`src/rtl/pipe_pkg.sv`:
```
// Shared types for the pipeline hazard/forwarding controller.
// Register indices are stored zero-extended to TAG_AW bits, so REG_AW may not exceed TAG_AW.
package pipe_pkg;

   localparam int unsigned TAG_AW = 8;

   typedef enum logic [1:0] {
      FWD_RF  = 2'b00,
      FWD_WB  = 2'b01,
      FWD_MEM = 2'b10
   } fwd_sel;

   typedef enum logic [1:0] {
      RUN     = 2'b00,
      LOADUSE = 2'b01,
      BUSY    = 2'b10,
      FLUSH   = 2'b11
   } hz_state;

   typedef struct packed {
      logic              valid;
      logic [TAG_AW-1:0] rd;
      logic              regwrite;
      logic              memread;
   } stage_tag;

   typedef struct packed {
      stage_tag          tag;
      logic [TAG_AW-1:0] rs1;
      logic [TAG_AW-1:0] rs2;
      logic              use_rs1;
      logic              use_rs2;
   } ex_tag;

   localparam stage_tag TAG_BUBBLE = '0;
   localparam ex_tag    EX_BUBBLE  = '0;

   // A stage is a forwarding source only if it really writes a non-x0 register.
   function automatic logic tag_writes(input stage_tag t);
      return t.valid & t.regwrite & (t.rd != {TAG_AW{1'b0}});
   endfunction

endpackage

```
`src/rtl/pipe_fwd_sel.sv`:
```
// Forwarding-source comparator for one EX operand; a MEM hit wins over a WB hit.
module pipe_fwd_sel
   import pipe_pkg::*;
(
   input  stage_tag          mem_tag_i,
   input  stage_tag          wb_tag_i,
   input  logic [TAG_AW-1:0] ex_rs_i,
   input  logic              ex_use_i,
   output fwd_sel            sel_o
);

   logic mem_hit_s;
   logic wb_hit_s;
   logic unused_memread_s;

   assign mem_hit_s        = tag_writes(mem_tag_i) & (mem_tag_i.rd == ex_rs_i) & ex_use_i;
   assign wb_hit_s         = tag_writes(wb_tag_i) & (wb_tag_i.rd == ex_rs_i) & ex_use_i;
   assign unused_memread_s = mem_tag_i.memread ^ wb_tag_i.memread;

   always_comb begin
      if (mem_hit_s) begin
         sel_o = FWD_MEM;
      end else if (wb_hit_s) begin
         sel_o = FWD_WB;
      end else begin
         sel_o = FWD_RF;
      end
   end

endmodule

```
`src/rtl/pipe_hazard_ctrl.sv`:
```
// Hazard/forwarding controller with EX/MEM/WB shadow tags.
// Optional performance counters are built when PIPE_PERF_CNT_EN is defined.
module pipe_hazard_ctrl
   import pipe_pkg::*;
#(
   parameter int unsigned REG_AW      = 5,
   parameter int unsigned FLUSH_DEPTH = 3,
   parameter int unsigned CNT_W       = 32
) (
   input  logic              clock,
   input  logic              reset,
   input  logic              id_valid,
   input  logic [REG_AW-1:0] id_rs1,
   input  logic [REG_AW-1:0] id_rs2,
   input  logic              id_use_rs1,
   input  logic              id_use_rs2,
   input  logic [REG_AW-1:0] id_rd,
   input  logic              id_regwrite,
   input  logic              id_memread,
   input  logic              ex_busy,
   input  logic              mem_branch_taken,
   output logic              pc_write,
   output logic              ifid_write,
   output logic              idex_bubble,
   output logic              ifid_flush,
   output logic              idex_flush,
   output logic              exmem_flush,
   output logic              ex_kill,
   output logic [1:0]        forward_a,
   output logic [1:0]        forward_b,
   output logic [CNT_W-1:0]  stall_count,
   output logic [CNT_W-1:0]  flush_count
);

   ex_tag    ex_q, ex_d, id_tag_s;
   stage_tag mem_q, mem_d, wb_q, wb_d;
   hz_state  state_q, state_d;
   fwd_sel   fwd_a_s, fwd_b_s;
   logic     loaduse_s;

   always_comb begin
      id_tag_s              = EX_BUBBLE;
      id_tag_s.tag.valid    = id_valid;
      id_tag_s.tag.rd       = TAG_AW'(id_rd);
      id_tag_s.tag.regwrite = id_regwrite;
      id_tag_s.tag.memread  = id_memread;
      id_tag_s.rs1          = TAG_AW'(id_rs1);
      id_tag_s.rs2          = TAG_AW'(id_rs2);
      id_tag_s.use_rs1      = id_use_rs1;
      id_tag_s.use_rs2      = id_use_rs2;
   end

   assign loaduse_s = id_valid & ex_q.tag.valid & ex_q.tag.memread
                    & (ex_q.tag.rd != {TAG_AW{1'b0}})
                    & (((ex_q.tag.rd == TAG_AW'(id_rs1)) & id_use_rs1)
                     | ((ex_q.tag.rd == TAG_AW'(id_rs2)) & id_use_rs2));

   always_ff @(posedge clock or negedge reset) begin
      if (!reset) begin
         state_q <= RUN;
      end else begin
         state_q <= state_d;
      end
   end

   // state_d is the mode in force this cycle; state_q keeps FLUSH and LOADUSE to a single cycle.
   always_comb begin
      state_d = RUN;
      if (!reset) begin
         state_d = RUN;
      end else if (mem_branch_taken && (state_q != FLUSH)) begin
         state_d = FLUSH;
      end else if (ex_busy) begin
         state_d = BUSY;
      end else if (loaduse_s && (state_q != LOADUSE)) begin
         state_d = LOADUSE;
      end else begin
         state_d = RUN;
      end
   end

   always_comb begin
      pc_write    = 1'b1;
      ifid_write  = 1'b1;
      idex_bubble = 1'b0;
      ifid_flush  = 1'b0;
      idex_flush  = 1'b0;
      exmem_flush = 1'b0;
      ex_kill     = 1'b0;
      case (state_d)
         LOADUSE: begin
            pc_write    = 1'b0;
            ifid_write  = 1'b0;
            idex_bubble = 1'b1;
         end
         BUSY: begin
            pc_write   = 1'b0;
            ifid_write = 1'b0;
         end
         FLUSH: begin
            ifid_flush  = (FLUSH_DEPTH >= 32'd1);
            idex_flush  = (FLUSH_DEPTH >= 32'd2);
            exmem_flush = (FLUSH_DEPTH >= 32'd3);
            ex_kill     = ex_busy;
         end
         default: begin
            pc_write = 1'b1;
         end
      endcase
   end

   // A killed multi-cycle op is dropped from EX and never reaches MEM.
   always_comb begin
      wb_d  = mem_q;
      mem_d = ex_q.tag;
      ex_d  = id_tag_s;
      case (state_d)
         LOADUSE: begin
            ex_d = EX_BUBBLE;
         end
         BUSY: begin
            mem_d = TAG_BUBBLE;
            ex_d  = ex_q;
         end
         FLUSH: begin
            mem_d = ((FLUSH_DEPTH >= 32'd3) || ex_busy) ? TAG_BUBBLE : ex_q.tag;
            ex_d  = ((FLUSH_DEPTH >= 32'd2) || ex_busy) ? EX_BUBBLE : id_tag_s;
         end
         default: begin
            ex_d = id_tag_s;
         end
      endcase
   end

   always_ff @(posedge clock or negedge reset) begin
      if (!reset) begin
         ex_q  <= EX_BUBBLE;
         mem_q <= TAG_BUBBLE;
         wb_q  <= TAG_BUBBLE;
      end else begin
         ex_q  <= ex_d;
         mem_q <= mem_d;
         wb_q  <= wb_d;
      end
   end

   pipe_fwd_sel u_fwd_a (
      .mem_tag_i (mem_q),
      .wb_tag_i  (wb_q),
      .ex_rs_i   (ex_q.rs1),
      .ex_use_i  (ex_q.use_rs1),
      .sel_o     (fwd_a_s)
   );

   pipe_fwd_sel u_fwd_b (
      .mem_tag_i (mem_q),
      .wb_tag_i  (wb_q),
      .ex_rs_i   (ex_q.rs2),
      .ex_use_i  (ex_q.use_rs2),
      .sel_o     (fwd_b_s)
   );

   assign forward_a = fwd_a_s;
   assign forward_b = fwd_b_s;

`ifdef PIPE_PERF_CNT_EN
   logic [CNT_W-1:0] stall_cnt_q;
   logic [CNT_W-1:0] flush_cnt_q;

   always_ff @(posedge clock or negedge reset) begin
      if (!reset) begin
         stall_cnt_q <= '0;
         flush_cnt_q <= '0;
      end else begin
         if ((state_d == LOADUSE) || (state_d == BUSY)) begin
            stall_cnt_q <= stall_cnt_q + CNT_W'(1);
         end else begin
            stall_cnt_q <= stall_cnt_q;
         end
         if (state_d == FLUSH) begin
            flush_cnt_q <= flush_cnt_q + CNT_W'(1);
         end else begin
            flush_cnt_q <= flush_cnt_q;
         end
      end
   end

   assign stall_count = stall_cnt_q;
   assign flush_count = flush_cnt_q;
`else
   assign stall_count = '0;
   assign flush_count = '0;
`endif

endmodule

```
`config.mk`:
```
export PLATFORM = sky130hd
export DESIGN_NAME = pipe_hazard_ctrl
export DESIGN_NICKNAME = d
export VERILOG_FILES = /design/src/rtl/pipe_pkg.sv /design/src/rtl/pipe_fwd_sel.sv /design/src/rtl/pipe_hazard_ctrl.sv
export SDC_FILE = /design/constraint.sdc
export NUM_CORES = 1
export LEC_CHECK = 0
export CELL_PAD_IN_SITES_DETAIL_PLACEMENT = 1
export CELL_PAD_IN_SITES_GLOBAL_PLACEMENT = 1
export CORE_UTILIZATION = 36
export CTS_CLUSTER_SIZE = 28
export DETAILED_ROUTE_END_ITERATION = 6
export HOLD_SLACK_MARGIN = 0.05
export PLACE_DENSITY = 0.91
export RECOVER_POWER = 25
export SLEW_MARGIN = 30
export SYNTH_ARGS = -nofsm -noshare
export SYNTH_HDL_FRONTEND = slang
export SYNTH_SLANG_ARGS = --single-unit
```
`constraint.sdc`:
```
create_clock -name clock -period 4.7 [get_ports clock]
set_clock_uncertainty 0.15 [all_clocks]
set_input_delay 0.47 -clock clock [delete_from_list [all_inputs] [get_ports clock]]
set_output_delay 0.47 -clock clock [all_outputs]
set_load 0.02 [all_outputs]
```
==> impl_metrics.tcl, run 1 <==
set metrics [dict create \
    required_ns 4.08 \
    relSlewSlack_pct -43.8 \
    final_cell_mix "conb_1 (64), dfrtp_1 (36), nor3b_1 (33), clkdlybuf4s50_1 (33), xnor2_1 (22)" \
    synth.cell_area_um2 2940 \
    multiInputGateArea_um2 1620 \
    syn_avg_cell_area_um2 10.0 \
    crit_type "register to output pin" \
    cts.sinks 36 \
    place_hpwl_um 5030 \
    numPortBuffers 34 \
    violations "max-capacitance violations, max-slew violations" \
    nFillCells 891 \
    async_flop_share_pct 100 \
    layout-drive-gt1-share_pct 12.9 \
    fmax_mhz 250 \
    p_clk_share_pct 24.3 \
    die_area_um2 8530 \
    power.internal_mw 0.606 \
    grt-ovfl-total 0 \
    viasPerCell 4.96 \
    setup.worst_path.end_class "output pin" \
    cts.clk_slew.worst_paths_ns 0.07 \
    numCtsBuffers 5 \
    rows 32 \
    p_per_area_nw_per_um2 305 \
    synth_warnings 0 \
    core_area_um2 7810 \
    first_global_vias 2114 \
    drt_first_iter_violations 132 \
    die_x_um 92.4 \
    fin_nets 343 \
    fin_area_um2 3140 \
    switching_share_pct 36.6 \
    cp-start-kind "register" \
    clk_path_buf_depth 2 \
    pre_cts_ws_ns 0.821 \
    dpl-instance-area_um2 3040 \
    io_pins 99 \
    cp_data_arrival_time_ns 3.37 \
    synth_flop_cell "dfrtp_1" \
    grt_pass1_wl_um 11200 \
    cts_tree "built" \
    drc 0 \
    antenna_cells 0 \
    fin_cells 419 \
    track_usage_pct 17.0 \
    dpl.cell_count 410 \
    wl_per_cell_um 16.4 \
    synth_cell_type_count 37 \
    ant_nets 0 \
    syn_inst 294 \
    slowest_delay_ns 0.63 \
    hold_viol 0 \
    min_path_type "register to register" \
    path_buf_inv 1 \
    cts_resized 0 \
    htreeDepth 2 \
    tightest_slew_ns 2.16 \
    drt_first_pass_iters 4 \
    final_common_cell "conb_1" \
    fin_setup_tns_ns 0 \
    yosysSeqAreaShare_pct 30.7 \
    path_max_fanout 21 \
    hold_slack_ns 0.238 \
    wl_um 6870 \
    register_area_um2 901 \
    cp_cell_sequence "or4_4 -> o221ai_4 -> nor2_1 -> a22o_1 -> ha_1 -> and2_1 -> clkdlybuf4s50_1" \
    die_y_um 92.4 \
    rrSetupSlack_ns 0.74 \
    switching_power_mw 0.350 \
    gp_congestion 0.764 \
    synth_edf_count 0 \
    synth.area.top_cells "dfrtp_1 (31%), buf_4 (18%), nor3b_1 (8.4%)" \
    rsz0062_at_grt "no" \
    setup_viol 0 \
    critical_path.top_delay_family "simple AND/OR/NAND/NOR gates" \
    p_leak_nw 1.21 \
    combPwrFrac_pct 31.5 \
    insertion_delay_ns 0.29 \
    setup_slack_ns 0.706 \
    ir_drop_v 0.000110 \
    cap_viol_max_count 1 \
    area_growth_syn_to_layout_pct 6.68 \
    ys_ff_latch 36 \
    finalPower_mw 0.956 \
    seqPwrFrac_pct 44.1 \
    start_util_pct 37.6 \
    post-route-min-period_ns 3.99 \
    netlist.area_leader.share_pct 30.7 \
    post-synth-top-area-cell "dfrtp_1" \
    layout_worst_path_cycle_share_pct 85.0 \
    grt_max_degree 54 \
    antenna_found_initial 0 \
    cp_slowest_cell "o221ai_4" \
    via_count 2077 \
    drv_slew 44 \
    status "finished, violations left" \
    cts-root-buf "clkbuf_8" \
    final_util_pct 40.2 \
]
## cell type report
cell class                 count  area share (%)
sequential                    36            28.7
inverter                       3           0.359
clock buffer                   8            2.87
timing repair buffer          39            12.2
tap                          102            4.07
multi-input combinational    231            51.8
## sequential cells by signal (all words and copies together), names as in the netlist
register / flops
mem_q: 7
state_q: 2
wb_q: 7
ex_q: 20
## power by group through the flow
stage	Combinational [mW]	Clock [mW]	Sequential, mW
floorplan	0.277	0	0.404
global placement	0.286	0	0.422
detailed placement	0.302	0	0.428
CTS	0.304	0.237	0.423
global route	0.331	0.253	0.428
finish	0.302	0.232	0.422
## per-layer routing
layer	track usage, %	vias up	wire (µm)
li1	-	964	-
met1	21.8	1035	3020
met2	27.9	65	3430
met3	3.04	13	269
met4	7.16	0	159
met5	0	-	0
## cell usage after synthesis, types with 4 or more instances
cell type	number
nor3_1	4
and2_1	7
buf_4	72
dfrtp_1	36
buf_6	5
a222oi_1	7
o21ai_2	17
nor3b_1	33
a221oi_2	10
nand3b_1	20
nand2_1	6
xnor2_1	22
clkbuf_1	5
nand4_1	4
xor2_1	8
## kinds of logic (layout without fill, tap and decap cells)
logic type,Yosys count,after routing,synth area share (%)
buffers and inverters,90,50,22.5
and+or+nand+nor,86,86,20.0
AOI/OAI and AO/OA,48,48,16.6
DFF,36,36,30.7
xor gates and xnor gates,30,30,8.94
adders and majority gates,3,3,1.28
other,1,64,0.128
## final timing paths
kind | cells after the start | endpoint | start
min in group asynchronous | 2 | ex_q[28]$_DFFE_PN0P_ | reset
max in group asynchronous | 3 | ex_q[14]$_DFFE_PN0P_ | reset
max | 7 | ex_kill | ex_q[21]$_DFFE_PN0P_
max reg2reg | 9 | ex_q[24]$_DFFE_PN0P_ | ex_q[21]$_DFFE_PN0P_
min reg2reg | 0 | wb_q[10]$_DFF_PN0_ | mem_q[10]$_DFF_PN0_
min | 0 | wb_q[10]$_DFF_PN0_ | mem_q[10]$_DFF_PN0_
## timing repair
| item | in CTS | in global routing |
|---|---|---|
| buffers inserted | 0 | 0 |
| hold buffers | 1 | 0 |
| hold endpoints to repair | 5 | 0 |
| setup endpoints to repair | 0 | 0 |
Note: power is estimated with default switching activity, not from simulation.
==> inputs of run 2 (changes only) <==
--- a/config.mk
+++ b/config.mk
@@ -7,11 +7,11 @@
 export LEC_CHECK = 0
 export CELL_PAD_IN_SITES_DETAIL_PLACEMENT = 1
 export CELL_PAD_IN_SITES_GLOBAL_PLACEMENT = 1
-export CORE_UTILIZATION = 36
+export CORE_UTILIZATION = 31
 export CTS_CLUSTER_SIZE = 28
 export DETAILED_ROUTE_END_ITERATION = 6
 export HOLD_SLACK_MARGIN = 0.05
-export PLACE_DENSITY = 0.91
+export PLACE_DENSITY = 0.84
 export RECOVER_POWER = 25
 export SLEW_MARGIN = 30
 export SYNTH_ARGS = -nofsm -noshare
==> constraint.sdc (replaced) <==
create_clock -name clock -period 3.5 [get_ports clock]
set_clock_uncertainty 0.15 [all_clocks]
set_input_delay 0.35 -clock clock [delete_from_list [all_inputs] [get_ports clock]]
set_output_delay 0.35 -clock clock [all_outputs]
set_load 0.02 [all_outputs]
==> impl_metrics.tcl, run 2 (same netlist as run 1, synthesis figures left out) <==
set metrics [dict create \
    dpl-instance-area_um2 3090 \
    die_x_um 99.4 \
    numPortBuffers 34 \
    pre_cts_ws_ns 0.317 \
    drt_first_iter_violations 123 \
    grt_pass1_wl_um 11000 \
    track_usage_pct 14.2 \
    gp_congestion 0.777 \
    fin_area_um2 3210 \
    layout-drive-gt1-share_pct 15.0 \
    first_global_vias 2086 \
    largestRegisters "ex_q: 20 flops, mem_q: 7 flops, wb_q: 7 flops" \
    rrSetupSlack_ns 0.60 \
    drt_first_pass_iters 7 \
    power.internal_mw 0.869 \
    hold_viol 0 \
    required_ns 3.00 \
    p_per_area_nw_per_um2 420 \
    seqPwrFrac_pct 41.9 \
    grt-ovfl-total 0 \
    top_register "ex_q" \
    die_y_um 99.4 \
    post_cts_buffers 0 \
    cp_data_arrival_time_ns 2.82 \
    clk_path_buf_depth 2 \
    ant_nets 0 \
    numCtsBuffers 5 \
    combPwrFrac_pct 30.1 \
    drc 0 \
    worstReg2RegStart "ex_q[21]$_DFFE_PN0P_" \
    holdPathStages 0 \
    grtUsageMet2_pct 24.4 \
    insertion_delay_ns 0.29 \
    switching_share_pct 35.5 \
    setup_viol 0 \
    crit_type "register to output pin" \
    path_max_fanout 5 \
    cts_resized 0 \
    min_path_type "register to register" \
    fin_nets 346 \
    viasPerCell 4.98 \
    wl_per_cell_um 15.9 \
    rsz0062_at_grt "no" \
    hold-path-endpoint "wb_q[1]$_DFF_PN0_" \
    final_cell_mix "conb_1 (64), dfrtp_1 (36), nor3b_1 (33), clkdlybuf4s50_1 (33), xnor2_1 (22)" \
    tightest_slew_ns 0.801 \
    switching_power_mw 0.479 \
    cts.clk_slew.worst_paths_ns 0.08 \
    cts.sinks 36 \
    reg2regPathDepth 8 \
    p_leak_nw 1.24 \
    antenna_found_initial 0 \
    drv_slew 0 \
    relSlewSlack_pct 46.5 \
    setup.worst_path.end_class "output pin" \
    fin_setup_tns_ns 0 \
    largest_reg_flops 20 \
    cp-start-kind "register" \
    grt_max_degree 50 \
    cts_hold_buf 1 \
    area_growth_syn_to_layout_pct 9.15 \
    start_util_pct 32.0 \
    htreeDepth 2 \
    globalRouteMet1Util_pct 18.2 \
    fmax_mhz 301 \
    post-route-min-period_ns 3.32 \
    rows 35 \
    final_common_cell "conb_1" \
    cap_viol_max_count 0 \
    status "finished, final reports clean" \
    grt_busiest_layer "met2" \
    place_hpwl_um 4970 \
    wl_um 6850 \
    reg2reg_to "ex_q[23]$_DFFE_PN0P_" \
    setup_slack_ns 0.177 \
    p_clk_share_pct 28.0 \
    met3_usage_pct 2.60 \
    cts_tree "built" \
    hold_start "mem_q[1]$_DFF_PN0_" \
    io_pins 99 \
    ir_drop_v 0.000168 \
    via_count 2147 \
    antenna_cells 0 \
    core_area_um2 9200 \
    layout_worst_path_cycle_share_pct 95.0 \
    cts-root-buf "clkbuf_8" \
    die_area_um2 9870 \
]
-- run 2: changes by cell type in the layout (fill, tap and decap cells not counted), sizes merged --
| cell | previous run | this run |
|---|---|---|
| clkinv | 0 | 1 |
| bufinv | 0 | 1 |
| buf | 3 | 8 |
| clkbuf | 10 | 5 |
| clkinvlp | 0 | 1 |
-- run 2: area by class of cell --
cell class / instances / area [µm²]
inverters: 3 / 11.3
clock buffers: 5 / 68.8
multi-input cells: 231 / 1620
clock inverters: 3 / 42.5
repair buffers: 42 / 423
fillers: 1063 / 5990
flip-flops and latches: 36 / 901
well taps: 111 / 139
-- run 2: how the worst max path moves through the flow --
stage	start	to	slack (ns)	depth (start not counted)
final	ex_q[21]$_DFFE_PN0P_	ex_kill	0.18	7
after global routing	ex_q[21]$_DFFE_PN0P_	ex_kill	0.05	7
after CTS	reset	pc_write	0.15	6
after detailed placement	id_rs2[4]	ex_kill	0.32	8
after global placement	id_rs2[4]	ex_kill	0.42	8
after floorplan	ex_q[20]$_DFFE_PN0P_	ex_q[18]$_DFFE_PN0P_	0.93	10
-- run 2: layer usage --
layer | routed length, µm | vias up
met3 | 270 | 8
met4 | 90 | 0
li1 | - | 971
met5 | 0 | -
met2 | 3390 | 72
met1 | 3090 | 1096
-- run 2: worst max-delay path, stage by stage, from the launching register on --
cell and delay, ns:
dfrtp_1 0.48, or4_4 0.59, o221ai_4 0.16, nor2_1 0.08, a22o_1 0.25, ha_1 0.27, and2_1 0.18, clkdlybuf4s50_1 0.53
-- run 2: power groups by stage --
stage | sequential, mW | clock [mW] | combinational, mW
after floorplan | 0.542 | 0 | 0.372
final | 0.565 | 0.378 | 0.405
after global placement | 0.570 | 0 | 0.388
after global routing | 0.576 | 0.400 | 0.443
after detailed placement | 0.575 | 0 | 0.404
after CTS | 0.566 | 0.381 | 0.407
-- run 2: metrics by stage --
| stage | hold WS, ns | utilization [%] | std cells | power (mW) |
|---|---|---|---|---|
| floorplan | -0.0956 | - | 357 | 0.914 |
| global placement | 0.0161 | 33.6 | 422 | 0.958 |
| detailed placement | 0.0214 | 33.6 | 422 | 0.979 |
| CTS | 0.269 | 34.9 | 431 | 1.35 |
| global route | 0.280 | 34.9 | 431 | 1.42 |
| finish | 0.271 | 34.9 | 431 | 1.35 |
==> inputs of run 3 (changes only) <==
--- a/config.mk
+++ b/config.mk
@@ -10,7 +10,6 @@
 export CORE_UTILIZATION = 31
 export CTS_CLUSTER_SIZE = 28
 export DETAILED_ROUTE_END_ITERATION = 6
-export HOLD_SLACK_MARGIN = 0.05
 export PLACE_DENSITY = 0.84
 export RECOVER_POWER = 25
 export SLEW_MARGIN = 30
==> results of run 3 <==
No change in the layout: final DEF, timing and power equal those of run 2.
==> variant 1: new RTL, flow settings as in run 2 <==
The option `PIPE_PERF_CNT_EN` is turned on by a define.
--- a/src/rtl/pipe_hazard_ctrl.sv
+++ b/src/rtl/pipe_hazard_ctrl.sv
@@ -1,5 +1,7 @@
 // Hazard/forwarding controller with EX/MEM/WB shadow tags.
 // Optional performance counters are built when PIPE_PERF_CNT_EN is defined.
+`define PIPE_PERF_CNT_EN
+
 module pipe_hazard_ctrl
    import pipe_pkg::*;
 #(
Function: changed (Yosys sat finds a counterexample within 4 cycles, from zero or initial values and one cycle with reset low).
==> variant 1 against run 2 <==
- the run now ends with max-capacitance violations, max-slew violations left
- sequential cell count is 64 higher
- largest cell class is now flip-flops and latches
- critical path type unchanged
- synthesized area is 58% higher
- wire length is 78% higher
- setup slack better by 0.058 ns
- first-iteration DRC count is 16% higher
- total power is 130% higher
- final area is 97% higher
- synthesized cell count is 43% higher
- sequential share of layout area is 11 points higher
- via count is 66% higher
- largest power group unchanged
==> variant 1: results (changes against run 2) <==
Yosys
  – Seq/Total Area, Yosys: 53.88% (was 30.65%)
  – List of most frequent post-synthesis cells: 100 x dfrtp_1, 56 x xnor2_1, 36 x xor2_1, 28 x nand2_1, 25 x inv_1 (was 72 x buf_4, 36 x dfrtp_1, 33 x nor3b_1, 22 x xnor2_1, 20 x nand3b_1)
  – Yosys cell types: 34 (was 37)

Final layout
  – # fillers: 1556 (was 1063)
  – Post-Layout Cell Count: 731 (was 431)

Global routing
  – Global-route met3 utilization: 5.541% (was 2.600%)
  – Largest net degree at the start of global routing: 68 (was 50)
  – Global-route wire length before repair: 20760 um (was 10960 um)
  – Met1 usage: 20.36% (was 18.19%)
  – M2 GR Usage: 28.24% (was 24.36%)

Worst setup path
  – Worst endpoint data arrival time: 2.77 ns (was 2.82 ns)

Clock tree
  – CTS buffer count: 9 (was 5)
  – Clock latency on the worst-skew pair: 0.35 ns (was 0.29 ns)
  – Root buffer cell: clkbuf_16 (was clkbuf_8)

Placement
  – Port buffer count: 98 (was 34)
  – RePlAce Congestion: 0.8235 (was 0.7765)
  – Dpl ws: -0.1341 ns (was 0.3167 ns)
  – DP HPWL: 9127 um (was 4968 um)

Run
  – Max Cap Violations: 1 (was 0)

Route
  – Drt wl/cell: 16.68 um (was 15.88 um)
  – Pre-Repair DR Iteration Count: 4 (was 7)
  – Iteration-0 DRC Markers: 143 (was 123)

Power
  – Worst vdd ir: 0.3239 mV (was 0.1677 mV)
  – LEAKAGE: 2.853 nW (was 1.239 nW)

Run status
  – Failing checks: max-capacitance violations, max-slew violations
  – Status: finished, violations left (was complete, no violations)

Timing
  – Slew Limit Fails: 33 (was 0)
## variant 1: changes by cell type after synthesis, moves of 21 or more
cell,change
o21ai_0,+21
inv_1,+22
nand2_1,+22
xor2_1,+28
nor3b_1,-33
xnor2_1,+34
buf_4,-66
dfrtp_1,+64
## variant 1: repair_timing
action                                  CTS  global route
hold buffers                              1             0
endpoints found under the setup margin    1             8
endpoints found under the hold margin    34             0
pin swaps                                 0             1
gates cloned                              0             0
gates resized for setup                   1             6
## variant 1: power breakdown
| group | internal (mW) | switching (mW) |
|---|---|---|
| Sequential | 1.27 | 0.160 |
| Clock | 0.718 | 0.443 |
| Combinational | 0.280 | 0.277 |
| Total | 2.26 | 0.880 |
## variant 1: critical path: stages (launching register included)
cell	delay, ns
dfrtp_1	0.44
xor2_1	0.19
nor4_2	0.30
a32oi_1	0.19
nor2_1	0.15
o21ai_0	0.10
ha_1	0.37
clkdlybuf4s50_1	0.66
## variant 1: cell families after synthesis
kind of cell / count (synthesis) / synth area share, %
AO/OA/AOI/OAI: 50 / 6.762
multiplexers: 2 / 0.4849
AND/OR/NAND/NOR: 134 / 16.62
buffers and inverters: 38 / 3.556
flip-flops: 100 / 53.88
XOR/XNOR: 92 / 17.35
adder cells (fa/ha/maj): 5 / 1.347
## variant 1: per-layer routing
layer,vias to the layer above,share of wire (%)
met2,70,49
li1,1675,-
met5,-,0
met4,0,1.2
met1,1811,44
met3,13,5.2
## variant 1: cell type report
cell class	instances	area [um^2]	area share (%)
tap	184	230.2	3.639
clock inverter	6	111.4	1.760
inverter	25	93.84	1.483
timing repair buffer	123	1161	18.35
multi-input combinational	283	1989	31.44
clock buffer	10	239.0	3.777
sequential	100	2502	39.55
## variant 1: final timing paths
| check | start | end | slack (ns) |
|---|---|---|---|
| max in group asynchronous | reset | flush_count[25]$_DFFE_PN0N_ | 0.56 |
| worst max-delay path | ex_q[24]$_DFFE_PN0P_ | pc_write | 0.23 |
| worst min-delay path | mem_q[10]$_DFF_PN0_ | wb_q[10]$_DFF_PN0_ | 0.23 |
| worst max register to register | ex_q[24]$_DFFE_PN0P_ | stall_count[26]$_DFFE_PN0P_ | 0.26 |
| worst min register to register | mem_q[10]$_DFF_PN0_ | wb_q[10]$_DFF_PN0_ | 0.23 |
| min in group asynchronous | reset | state_q[1]$_DFF_PN0_ | 0.32 |
## variant 1: metrics by stage
stage / TNS (ns) / instance area (um^2) / power [mW]
2_1_floorplan: 0 / 4644 / 1.707
3_3_place_gp: -0.02043 / 5954 / 1.968
3_5_place_dp: -1.208 / 5954 / 2.001
4_1_cts: 0 / 6314 / 3.180
5_1_grt: 0 / 6327 / 3.294
6_report: 0 / 6327 / 3.144
==> variant 2: new RTL, flow settings as in run 2 <==
Without the edit above. Re-encode `hz_state` (4 states) as Gray code, 2 bits wide.
--- a/src/rtl/pipe_pkg.sv
+++ b/src/rtl/pipe_pkg.sv
@@ -13,8 +13,8 @@
    typedef enum logic [1:0] {
       RUN     = 2'b00,
       LOADUSE = 2'b01,
-      BUSY    = 2'b10,
-      FLUSH   = 2'b11
+      BUSY    = 2'b11,
+      FLUSH   = 2'b10
    } hz_state;
 
    typedef struct packed {
Behaviour: no difference found for any inputs over 10 cycles, from zero or initial values and one cycle with reset low; not proved beyond that.
==> variant 2 against run 2 <==
- final area fell by 22%
- critical path type unchanged
- setup slack better by 0.16 ns
- wire length shrank 30%
- the run now ends with max-capacitance violations, max-slew violations left
- non-clock buffer count decreased by 5
- first-iteration DRC count decreased by 54%
- highest routed layer unchanged
- sequential power fell by 10%
- utilization grew 1.5 points
- synthesized area is 23% lower
- hold slack improved by 0.0052 ns
- maximum frequency increased by 4.9%
- total power is 24% lower
- sequential cell count did not move
- register-to-register slack improved by 0.33 ns
==> variant 2: results (changes against run 2) <==
Run
  – Max Cap Violations: 1 (was 0)

Worst setup path
  – Crit path max-delay cell type: clkdlybuf4s50_1 (was or4_4)
  – Worst r2r dst: ex_q[2]$_DFFE_PN0P_ (was ex_q[23]$_DFFE_PN0P_)
  – Worst endpoint data arrival time: 2.67 ns (was 2.82 ns)
  – FF-to-FF setup slack: 0.93 ns (was 0.60 ns)
  – Worst r2r path cells: 7 (was 8)

Final layout
  – Layout cell share with drive strength beyond 1: 3.943% (was 15.00%)

Global routing
  – Total GRT Usage: 13.14% (was 14.15%)
  – Number of global-route vias before repair: 1571 (was 2086)

Power
  – Comb group: 0.242 mW (was 0.405 mW)
  – Worst vdd ir: 0.1668 mV (was 0.1677 mV)
  – PnR Total Power: 1.025 mW (was 1.349 mW)

Placement
  – RePlAce Congestion: 0.8089 (was 0.7765)
  – DP HPWL: 3794 um (was 4968 um)
  – Dpl ws: 0.4717 ns (was 0.3167 ns)

Yosys
  – Yosys cell types: 27 (was 37)
  – Synth Area in Compound Gates: 7.313% (was 16.56%)
  – Synth Area in XOR/XNOR: 11.63% (was 8.940%)

Run status
  – Status: finished, violations left (was complete, no violations)
  – Failing checks: max-capacitance violations, max-slew violations

Timing
  – Period utilization: 90.48% (was 94.95%)
  – Slew Limit Fails: 37 (was 0)

Route
  – Routed wire length: 4777 um (was 6846 um)
  – Pre-Repair DR Iteration Count: 4 (was 7)

Clock tree
  – Reg clk slew, reported paths: 0.06 ns (was 0.08 ns)
-- variant 2: changes by cell type in the layout (fill, tap and decap cells not counted), moves of 3 or more --
cell / change
nor3b_1: -33
o21ai_0: +18
nand2_1: +38
buf_4: -3
nand3b_1: -20
a221oi_1: -3
a222oi_1: -7
o21ai_2: -17
a221oi_2: -10
-- variant 2: final cells by class --
type | instances | area, um^2
timing repair buffer | 37 | 359.1
tap | 96 | 120.1
multi-input combinational | 197 | 1046
inverter | 2 | 7.507
fill | 863 | 4395
sequential | 36 | 900.9
clock inverter | 1 | 5.005
clock buffer | 6 | 72.57
-- variant 2: per-stage QoR --
stage,util (%),instance area (um^2)
3_5_place_dp,35.29,2437
4_1_cts,36.41,2515
6_report,36.36,2511
2_1_floorplan,-,2495
3_3_place_gp,35.29,2437
5_1_grt,36.36,2511
-- variant 2: worst max path at each step --
stage	cells past startpoint	startpoint	to
floorplan	6	ex_q[21]$_DFFE_PN0P_	ex_kill
global placement	8	id_rs2[2]	ex_kill
detailed placement	8	id_rs2[2]	ex_kill
CTS	7	ex_q[21]$_DFFE_PN0P_	ex_kill
global route	7	ex_q[21]$_DFFE_PN0P_	ex_kill
finish	7	ex_q[21]$_DFFE_PN0P_	ex_kill
-- variant 2: kinds of logic (layout without fill, tap and decap cells) --
group,after synthesis,count (layout)
xor+xnor,30,30
compound gates,29,29
other cells,1,64
simple gates,71,71
flops,36,36
fa+ha+maj,3,3
buf+inv,77,46
-- variant 2: per-layer routing --
layer / vias to the layer above / global-route usage, % / share of wire, %
li1: 729 / - / -
met1: 742 / 14.35 / 40
met2: 55 / 23.79 / 52
met3: 14 / 3.602 / 5.0
met4: 0 / 5.514 / 2.2
met5: - / 0 / 0
